[src/rtl/host_pcr_bridge.sv]
// Host-to-PCR bridge: accepts one host request at a time, issues a single
// access strobe to the PCR file, waits READ_LAT cycles for read data, and
// holds the response until the host accepts it.
module host_pcr_bridge #(
    parameter int READ_LAT = 0,
    parameter int NUM_REGS = 32
) (
    input  logic        clk,
    input  logic        reset,
    input  logic        io_req_valid,
    output logic        io_req_ready,
    input  logic        io_req_bits_rw,
    input  logic [4:0]  io_req_bits_addr,
    input  logic [63:0] io_req_bits_data,
    output logic        io_resp_valid,
    input  logic        io_resp_ready,
    output logic [63:0] io_resp_bits_data,
    output logic        io_resp_bits_err,
    output logic        io_pcr_en,
    output logic        io_pcr_wen,
    output logic [4:0]  io_pcr_addr,
    output logic [63:0] io_pcr_wdata,
    input  logic [63:0] io_pcr_rdata,
    output logic        io_busy
);

    typedef enum logic [1:0] {
        ST_IDLE,
        ST_ISSUE,
        ST_WAIT,
        ST_RESP
    } state_t;

    // Counter preload; unused when READ_LAT is 0 since ISSUE goes straight to RESP.
    localparam logic [2:0] LP_CNT_INIT = (READ_LAT > 0) ? 3'(READ_LAT - 1) : 3'd0;
    localparam logic [5:0] LP_NUM_REGS = 6'(NUM_REGS);

    state_t      r_state;
    state_t      w_next_state;
    logic [2:0]  r_cnt;
    logic        r_rw;
    logic [4:0]  r_addr;
    logic [63:0] r_wdata;
    logic [63:0] r_resp_data;
    logic        r_resp_err;
    logic        w_req_fire;
    logic        w_in_range;
    logic        w_capture;

    assign w_req_fire        = io_req_valid && io_req_ready;
    assign w_in_range        = ({1'b0, r_addr} < LP_NUM_REGS);
    assign io_busy           = (r_state != ST_IDLE);
    assign io_pcr_addr       = r_addr;
    assign io_pcr_wdata      = r_wdata;
    assign io_resp_bits_data = r_resp_data;
    assign io_resp_bits_err  = r_resp_err;

    // State register
    always_ff @(posedge clk) begin
        if (reset) begin
            r_state <= ST_IDLE;
        end else begin
            r_state <= w_next_state;
        end
    end

    // Next-state decode, handshake outputs and PCR strobe
    always_comb begin
        w_next_state  = r_state;
        io_req_ready  = 1'b0;
        io_resp_valid = 1'b0;
        io_pcr_en     = 1'b0;
        io_pcr_wen    = 1'b0;
        w_capture     = 1'b0;
        unique case (r_state)
            ST_IDLE: begin
                io_req_ready = 1'b1;
                if (io_req_valid) begin
                    w_next_state = ST_ISSUE;
                end
            end
            ST_ISSUE: begin
                if (w_in_range) begin
                    io_pcr_en  = 1'b1;
                    io_pcr_wen = r_rw;
                    if (READ_LAT == 0) begin
                        w_capture    = 1'b1;
                        w_next_state = ST_RESP;
                    end else begin
                        w_next_state = ST_WAIT;
                    end
                end else begin
                    w_next_state = ST_RESP;
                end
            end
            ST_WAIT: begin
                if (r_cnt == 3'd0) begin
                    w_capture    = 1'b1;
                    w_next_state = ST_RESP;
                end
            end
            ST_RESP: begin
                io_resp_valid = 1'b1;
                if (io_resp_ready) begin
                    w_next_state = ST_IDLE;
                end
            end
            default: w_next_state = ST_IDLE;
        endcase
    end

    // Request latch: only updated on request fire so PCR addr/wdata stay stable
    always_ff @(posedge clk) begin
        if (reset) begin
            r_rw    <= 1'b0;
            r_addr  <= '0;
            r_wdata <= '0;
        end else if (w_req_fire) begin
            r_rw    <= io_req_bits_rw;
            r_addr  <= io_req_bits_addr;
            r_wdata <= io_req_bits_data;
        end
    end

    // Read-latency counter: preloaded in ISSUE, counts down in WAIT
    always_ff @(posedge clk) begin
        if (reset) begin
            r_cnt <= '0;
        end else if (r_state == ST_ISSUE) begin
            r_cnt <= LP_CNT_INIT;
        end else if (r_state == ST_WAIT && r_cnt != 3'd0) begin
            r_cnt <= r_cnt - 3'd1;
        end
    end

    // Response register: ISSUE decides err and write echo; read data is
    // overwritten at the capture cycle, which is ISSUE itself when READ_LAT is 0.
    always_ff @(posedge clk) begin
        if (reset) begin
            r_resp_data <= '0;
            r_resp_err  <= 1'b0;
        end else if (r_state == ST_ISSUE) begin
            if (!w_in_range) begin
                r_resp_data <= '0;
                r_resp_err  <= 1'b1;
            end else begin
                r_resp_err  <= 1'b0;
                r_resp_data <= (r_rw || !w_capture) ? r_wdata : io_pcr_rdata;
            end
        end else if (w_capture && !r_rw) begin
            r_resp_data <= io_pcr_rdata;
        end
    end

endmodule

[config.mk]
export PLATFORM = sky130hd
export DESIGN_NAME = host_pcr_bridge
export DESIGN_NICKNAME = d
export VERILOG_FILES = /design/src/rtl/host_pcr_bridge.sv
export SDC_FILE = /design/constraint.sdc
export NUM_CORES = 1
export LEC_CHECK = 0
export BUFFER_PORTS_ARGS = -buffer_cell sky130_fd_sc_hd__buf_2
export CAP_MARGIN = 20
export CORE_ASPECT_RATIO = 1.25
export CORE_MARGIN = 4
export CORE_UTILIZATION = 50
export DETAILED_ROUTE_END_ITERATION = 10
export GPL_ROUTABILITY_DRIVEN = 0
export PLACE_DENSITY = 0.86
export SLEW_MARGIN = 20
export SYNTH_ARGS = -nofsm -noshare
export SYNTH_HDL_FRONTEND = slang
export SYNTH_SLANG_ARGS = --single-unit
[constraint.sdc]
create_clock -name clk -period 3.29 [get_ports clk]
set_input_delay 0.4935 -clock clk [delete_from_list [all_inputs] [get_ports clk]]
set_output_delay 0.4935 -clock clk [all_outputs]
set_load 0.01 [all_outputs]
# Word level (Yosys, flattened, before mapping)
# Cells that the tools add are included.
# word_totals
elab_cells	39
output_inout_bits	139
register_bits	139
in_bits	138
# classes
eq_ne	6
reduce_logical	13
n_mux	13
n_addsub	1
# ops
cell	count
$mux 64	3
$pmux 2 s4	1
$mux 2	3
$ne 2x2->1 const B	3
$mux 1	5
$eq 2x2->1 const B	2
$reduce_bool 2->1	2
$logic_and 1x1->1	3
$logic_not 3->1	1
$reduce_and 3->1	1
$reduce_bool 3->1	1
$sub 3x1->3 const B	1
$eq 2x1->1 const B	1
$logic_not 1->1	2
$logic_not 2->1	1
$pmux 1 s2	1
$reduce_or 2->1	1
$logic_or 1x1->1	1

# Depth between registers and ports, before layout
# Gate-level depths: netlist of run 1.
# depth
depth_word	7
depth_mapped	8
ltp_nobuf	5

# Worst setup path after synthesis of run 1
# No wires, ideal clock.
# synth_timing
path_kind	register to output
start	register r_state[1]
end	output io_pcr_wen
arrival_time_ns	1.183
stages_incl_launch_ff	6
required_time_ns	2.796
setup_slack_ns	1.614
n_path_buf	2
path_cell_list	dfxtp_1 > inv_1 > ha_1 > buf_4 > buf_4 > and2_1
# synth_via
elab_chain_len	2
# synth_lines
element	line_no	rtl
from (decl)	38	state_t r_state;
from (signal assigned)	63	r_state <= w_next_state;
$eq 2x1->1	75	unique case (r_state)
$mux 1	75	
to (decl)	20	output logic io_pcr_wen,
# Every way passes these cells.

# Worst setup path in the final report of run 1
# Same ends and word-level chain as after synthesis.

==> metrics, run 1 <==
status=completed; Boundary Pins=277; Post-CTS Resized=0; minimum clock period=2590 ps; top post-synthesis cells by area=dfxtp_1, mux2_2, a21oi_1; Placement Setup Slack=1130 ps; CP endpoint kind=output port; # setup viols final=0; Sw Share=0.384; Slew @ Worst Pin=901 ps; Peak VDD IR=569 uV; Final #Nets=1154; die area=15400 um^2; area leader, netlist=dfxtp_1; final setup margin=704 ps; Pwr Total=0.00769 W; crit-path cells=inv_1 > ha_4 > buf_4 > and2_1 > buf_2; total grt overflow=0; Max-Cap Viols=0; clk slew on worst S/H paths=60 ps; Internal=0.00474 W; Syn-to-layout area delta=29.5%; Yosys reg bits=139; Clock Path Buffers=2; met3 wire len=1120 um; Port Buffers=275; uppermost routed layer=met4; worst-path maximum fanout=67; syn avg cell area=8.55 um^2; initial antenna violation count=0; critical path's slowest cell=buf_4; Post-CTS Hold Buffers=0; synth unique cells=30; CTS tree=done; unrepaired setup endpoints after global routing=false; Inserted Clock Buffers=17; drt wl/cell=16.2 um; number of global-route vias before repair=6357; Syn. warnings=0; routed wire length on met2=9970 um; f_max=387 MHz; share of the synthesized area in the top cell type=0.413; H-tree level count=4; Main synth FF type=dfxtp_1; crit path DAT=2090 ps; Logic pwr share=0.419; Startpoint Class=flop; final worst path period share=0.786; ys async rst share=0; Sw Pwr=0.00296 W; vias per cell=5.59; CP max stage delay=690 ps; GRT Total Usage=0.241; Post-synth EDFFs=0; layout cells sized above 1=0.377; CTS Sinks=139; Initial DRT Pass Iterations=5; Synth Instances=788; post-route ant nets=0; relative slew slack=0.399; R2R cell count=6; Min-Delay Path Class=input port to flop; Setup Fix Bufs, Post-CTS=0; number of remaining DRC errors=0; fill count=1142; leakage=4.07 nW; TNS Setup=0 ps; Core Area=13200 um^2; Detailed Route WL=19300 um; via count=6672; cell count after placement=1162; wl on met1=7610 um; synthesized area=6740 um^2; first-pass GRT wire length=30800 um; Worst-Skew Late Latency=410 ps; Initial Utilization=0.509; Hold Path Depth=3; Setup CP Type=flop to output port; DP Wirelength=12900 um; Ant. Diodes=0; Rows=47; Seq/Total Area, Yosys=0.413; CP required=2800 ps; DIE WIDTH=112 um; die height=138 um; Reg power frac=0.317; Mapped Nets=932; power density over cell area=882 nW/um^2; Clk pwr share=0.264; Layout Utilization=0.659; largest net degree at the start of global routing=76; Clock Skew=13.5 ps; root buf cell=clkbuf_16; Hold Vio Cnt, Final=0; Post-Layout Cell Count=1193; Pins Over Slew Limit=0; initial DRC count=501
synthesized netlist by cell type (2+ instances only):
cell and count:
mux2_2 64, inv_1 71, a32oi_1 64, nand2b_1 4, ha_1 6, buf_2 16
a211o_1 64, buf_4 7, buf_6 7, dfxtp_1 139, clkbuf_1 47, a21oi_1 136
nand2_1 141, and2_1 2, nor2_1 2, buf_1 4
kinds of logic after synthesis:
kind of cell	after synthesis	synth area share
fa+ha+maj	6	0.0111
flops	139	0.413
other cells	1	0.000557
compound gates	271	0.276
buf+inv	152	0.0994
simple gates	154	0.0910
mux	65	0.108
power groups by stage:
stage / combinational, W / clock [W] / sequential, W
6_report: 0.00322 / 0.00203 / 0.00244
3_3_place_gp: 0.00315 / 0 / 0.00244
5_1_grt: 0.00354 / 0.00215 / 0.00250
4_1_cts: 0.00322 / 0.00206 / 0.00244
3_5_place_dp: 0.00321 / 0 / 0.00247
2_1_floorplan: 0.00208 / 0 / 0.00263
critical path, delay by kind of cell (launching register included):
kind | cells | cell delay (ps)
buffers and inverters | 3 | 950
adder cells (fa/ha/maj) | 1 | 150
AND/OR/NAND/NOR | 1 | 230
flip-flops | 1 | 340
metrics by stage:
stage / cell area, um^2 / hold slack (ps)
2_1_floorplan: 6740 / 440
3_3_place_gp: 8100 / 439
3_5_place_dp: 8100 / 445
4_1_cts: 8720 / 298
5_1_grt: 8720 / 306
6_report: 8720 / 317
cells in the final DEF, fill, tap and decap left out, drive strengths merged:
master | Yosys | final
a2111o | 1 | 1
a211o | 64 | 64
a211oi | 1 | 1
a21boi | 1 | 1
a21o | 1 | 1
a21oi | 136 | 136
a221oi | 1 | 1
a311oi | 1 | 1
a32oi | 64 | 64
and2 | 2 | 2
buf | 34 | 284
bufinv | 0 | 4
clkbuf | 47 | 18
clkinv | 0 | 2
clkinvlp | 0 | 4
conb | 1 | 1
dfxtp | 139 | 139
ha | 6 | 6
inv | 71 | 74
mux2 | 64 | 64
mux2i | 1 | 1
nand2 | 141 | 141
nand2b | 4 | 4
nand3 | 1 | 1
nand3b | 1 | 1
nor2 | 2 | 2
nor2b | 1 | 1
nor4bb | 1 | 1
o31ai | 1 | 1
or2 | 1 | 1
layout make-up:
cell class | instances | area [um^2] | share of cell area
clock buffer | 18 | 429 | 0.0492
clock inverter | 13 | 190 | 0.0218
inverter | 71 | 268 | 0.0307
multi-input combinational | 497 | 3320 | 0.380
sequential | 139 | 2780 | 0.319
tap | 171 | 214 | 0.0245
timing repair buffer | 284 | 1520 | 0.174
routing by layer:
metal  global-route usage  vias to the layer above
li1                     -                     3234
met1                0.286                     3133
met2                0.420                      259
met3               0.0514                       46
met4                0.108                        0
met5                    0                        -
worst paths after layout:
check	startpoint	end	slack [ps]
min	io_req_bits_data[43]	io_pcr_wdata[43]	320
max reg2reg	r_state[1]	io_resp_bits_data[12]	1110
max	r_state[1]	io_pcr_wen	700
min reg2reg	io_pcr_addr[0]	io_pcr_addr[0]	460
state kept, by name, summed over array words and instances (netlist names):
register and cells:
io_resp_bits_data 64, r_state 2, r_rw 1, io_pcr_wdata 64, io_pcr_addr 5, r_cnt 3
Power figures use the tool's default switching activity.
==> run 2, diff against run 1 <==
CORE_UTILIZATION = 49   (was 50)
PLACE_DENSITY = 0.84   (was 0.86)
clock period = 2.6 ns   (was 3.29 ns; I/O delays follow)
==> run 2 against run 1 <==
Compared with the run above:
- register-to-register slack got worse by 460 ps
- routed wire length rose by 1.2%
- combinational power increased by 30%
- flip-flop and latch count unchanged
- clock skew is 3.0 ps lower
- non-clock buffer count grew 7
- sequential power grew 27%
- worst setup slack got worse by 360 ps
- via count about the same
- critical path type unchanged
- largest power group unchanged
- highest routed layer unchanged
==> metrics, run 2 (synthesis gave the netlist of run 1 again) <==
status=completed; Port Buffers=275; initial DRC count=486; worst-path maximum fanout=24; Max-Cap Viols=0; CP max stage delay=390 ps; met1 GRT Util=0.271; Boundary Pins=277; die area=15700 um^2; H-tree level count=4; Inserted Clock Buffers=17; Min-Delay Path Class=input port to flop; leakage=4.08 nW; Clock Skew=10.5 ps; Final #Nets=1161; layout cells sized above 1=0.378; drt wl/cell=16.3 um; post-route ant nets=0; Syn-to-layout area delta=29.2%; grt peak-use layer=met2; commonest non-fill, non-tap cell in the layout=buf_2; Detailed Route WL=19500 um; vias per cell=5.55; final setup margin=347 ps; relative slew slack=0.585; Placement Setup Slack=651 ps; CP endpoint kind=output port; via count=6670; CTS tree=done; GR Util met3=0.0550; Initial DRT Pass Iterations=5; CTS Sinks=139; DIE WIDTH=113 um; Peak VDD IR=560 uV; crit-path cells=inv_1 > ha_4 > buf_4 > and2_1 > buf_2; number of global-route vias before repair=6215; met2 usage=0.418; power density over cell area=1090 nW/um^2; Setup CP Type=flop to output port; Pins Over Slew Limit=0; Slew @ Worst Pin=623 ps; most frequent cells in the layout=buf_2, nand2_1, dfxtp_1; root buf cell=clkbuf_16; Layout Utilization=0.652; # setup viols final=0; critical path's top delay family=buffers and inverters; unrepaired setup endpoints after global routing=false; largest net degree at the start of global routing=85; TNS Setup=0 ps; Setup Fix Bufs, Post-CTS=0; Worst-Skew Late Latency=410 ps; GRT Total Usage=0.238; crit path DAT=1860 ps; Rows=47; initial antenna violation count=0; Initial Utilization=0.505; die height=139 um; clk slew on worst S/H paths=60 ps; f_max=444 MHz; Post-CTS Resized=0; Buf/Inv on CP=3; final worst path period share=0.867; fill count=1087; minimum clock period=2250 ps; first-pass GRT wire length=31000 um; DP Wirelength=13000 um; CP required=2210 ps; critical path's slowest cell=ha_4; Startpoint Class=flop; total grt overflow=0; Hold Vio Cnt, Final=0; Post-CTS Hold Buffers=0; number of remaining DRC errors=0; Ant. Diodes=0; Clock Path Buffers=2; Core Area=13300 um^2
[run 2: cell count changes in the layout (fill, tap and decap cells not counted), sizes merged]
cell and delta:
clkbuf +8, buf +7, bufinv -4, inv -3, clkinv +1, clkinvlp -1
[run 2: worst register-to-register path, stage by stage, from the launching register on]
cell and delay [ps]:
dfxtp_1 340, inv_1 120, ha_4 390, buf_4 330
mux2_2 370, a32oi_1 170, a21oi_1 90
[run 2: metrics by stage]
step | instance area (um^2) | hold WS (ps) | total power (W) | cells
2_1_floorplan | 6740 | 440 | 0.00596 | 788
3_3_place_gp | 8170 | 440 | 0.00720 | 1169
3_5_place_dp | 8170 | 444 | 0.00728 | 1169
4_1_cts | 8700 | 193 | 0.00951 | 1201
5_1_grt | 8700 | 199 | 0.0101 | 1201
6_report | 8700 | 212 | 0.00947 | 1201
[run 2: final timing paths]
kind              depth (start not counted)                    end           startpoint  slack [ps]
hold / removal                            3         io_pcr_addr[1]  io_req_bits_addr[1]         210
hold reg to reg                           2         io_pcr_addr[3]       io_pcr_addr[3]         450
setup / recovery                          5             io_pcr_wen           r_state[1]         350
setup reg to reg                          6  io_resp_bits_data[57]           r_state[1]         650
[run 2: area by class of cell]
type	count	area, um^2	area share
clock buffer	26	499	0.0574
clock inverter	6	37.5	0.00431
inverter	71	269	0.0309
multi-input combinational	497	3320	0.381
sequential	139	2780	0.320
tap	171	214	0.0246
timing repair buffer	291	1590	0.182
[run 2: power by group]
part / total [W] / switching [W] / internal (W)
clock: 0.00220 / 0.000884 / 0.00132
combinational: 0.00419 / 0.00241 / 0.00177
sequential: 0.00309 / 0.000391 / 0.00269
total: 0.00947 / 0.00369 / 0.00578
[run 2: per-layer routing]
| metal | vias to the layer above | wire [um] |
|---|---|---|
| met2 | 263 | 10200 |
| met1 | 3119 | 7370 |
| met3 | 45 | 1310 |
| li1 | 3243 | - |
| met5 | - | 0 |
| met4 | 0 | 602 |
==> run 3, diff against run 2 <==
CORE_MARGIN = 2   (was 4)
==> run 3 against run 2 <==
Compared with the run above:
- routed wire length fell by 4.8%
- clock skew rose by 0.53 ps
- sequential share of layout area fell by 0.082 points
- combinational power fell by 3%
- critical path depth did not move
- first-iteration DRC count fell by 25%
- global-route usage rose by 0.51 points
==> metrics, run 3 (synthesis gave the netlist of run 1 again) <==
Port Buffers=275; number of remaining DRC errors=0; drt wl/cell=15.5 um; most frequent cells in the layout=buf_2, nand2_1, dfxtp_1; fill count=1142; Post-CTS Hold Buffers=0; CP endpoint kind=output port; total grt overflow=0; relative slew slack=0.606; H-tree level count=4; Placement Setup Slack=600 ps; Inserted Clock Buffers=17; status=completed; minimum clock period=2300 ps; # setup viols final=0; crit path DAT=1910 ps; CTS Sinks=139; final worst path period share=0.884; DIE WIDTH=109 um; Logic pwr share=0.424; Peak VDD IR=878 uV; unrepaired setup endpoints after global routing=false; f_max=435 MHz; Internal=0.00592 W; post-route ant nets=0; Startpoint Class=flop; Setup Fix Bufs, Post-CTS=0; Clk pwr share=0.255; Clock Path Buffers=2; clk slew on worst S/H paths=60 ps; Final #Nets=1159; Sw Share=0.385; Sw Pwr=0.00371 W; commonest non-fill, non-tap cell in the layout=buf_2; die area=14700 um^2; number of global-route vias before repair=6052; power density over cell area=1100 nW/um^2; initial DRC count=363; Reg power frac=0.320; Slew @ Worst Pin=590 ps; CTS tree=done; Worst-Skew Late Latency=410 ps; Post-CTS Resized=0; GRT Total Usage=0.244; vias per cell=5.58; Max-Cap Viols=0; worst hold slack=208 ps; dpl cell area=8130 um^2; root buf cell=clkbuf_16; Setup CP Type=flop to output port; Hold Vio Cnt, Final=0; Detailed Route WL=18600 um; leakage=4.08 nW; via count=6685; first-pass GRT wire length=28900 um; Clock Skew=11.0 ps; die height=135 um; layout cells sized above 1=0.380; largest net degree at the start of global routing=129; Initial DRT Pass Iterations=5; TNS Setup=0 ps; Ant. Diodes=0; Rows=47; Syn-to-layout area delta=29.6%; Initial Utilization=0.505; final setup margin=301 ps; Pins Over Slew Limit=0; CP required=2210 ps; worst-path maximum fanout=40; Min-Delay Path Class=input port to flop; initial antenna violation count=0; fin area=8730 um^2; DP Wirelength=12500 um; Boundary Pins=277; Core Area=13300 um^2
run 3: cell types whose count changed in the layout (fill, tap and decap cells not counted), sizes merged:
cell,change
buf,-2
bufinv,+3
clkinv,+2
clkbuf,-8
inv,+2
clkinvlp,+1
run 3: final timing paths:
check	start	endpoint	slack (ps)	cells past startpoint
hold / removal	io_req_bits_data[33]	io_pcr_wdata[33]	210	3
setup / recovery	r_state[1]	io_pcr_wen	300	5
setup reg to reg	r_state[1]	io_resp_bits_data[1]	620	6
hold reg to reg	io_pcr_addr[1]	io_pcr_addr[1]	450	2
run 3: cell type report:
| cell class | instances | area (um^2) | share of cell area |
|---|---|---|---|
| Multi-Input combinational cell | 497 | 3320 | 0.380 |
| Sequential cell | 139 | 2780 | 0.319 |
| Timing Repair Buffer | 289 | 1550 | 0.177 |
| Clock buffer | 18 | 429 | 0.0492 |
| Inverter | 71 | 269 | 0.0308 |
| Tap cell | 171 | 214 | 0.0245 |
| Clock inverter | 14 | 170 | 0.0195 |
run 3: power by group through the flow:
stage	logic [W]	clock network, W	registers, W
detailed placement	0.00409	0	0.00313
global route	0.00445	0.00260	0.00317
CTS	0.00410	0.00251	0.00308
global placement	0.00400	0	0.00309
finish	0.00408	0.00246	0.00309
floorplan	0.00263	0	0.00333
run 3: worst max-delay path: stages, from the launching register on:
cell and delay [ps]:
dfxtp_1 340, inv_1 120, ha_4 420, buf_12 280, and2_1 170, buf_2 130
run 3: per-layer routing:
| metal | GRT usage | vias to the layer above | wire, um | share of wire |
|---|---|---|---|---|
| met1 | 0.292 | 3140 | 7400 | 0.40 |
| li1 | - | 3245 | - | - |
| met5 | 0 | - | 0 | 0 |
| met3 | 0.0555 | 34 | 1160 | 0.062 |
| met4 | 0.102 | 0 | 447 | 0.024 |
| met2 | 0.414 | 266 | 9600 | 0.52 |
run 3: per-stage QoR:
step | utilization | instances | power [W]
6_report | 0.654 | 1199 | 0.00963
5_1_grt | 0.654 | 1199 | 0.0102
2_1_floorplan | - | 788 | 0.00596
4_1_cts | 0.654 | 1199 | 0.00969
3_3_place_gp | 0.609 | 1167 | 0.00709
3_5_place_dp | 0.609 | 1167 | 0.00721
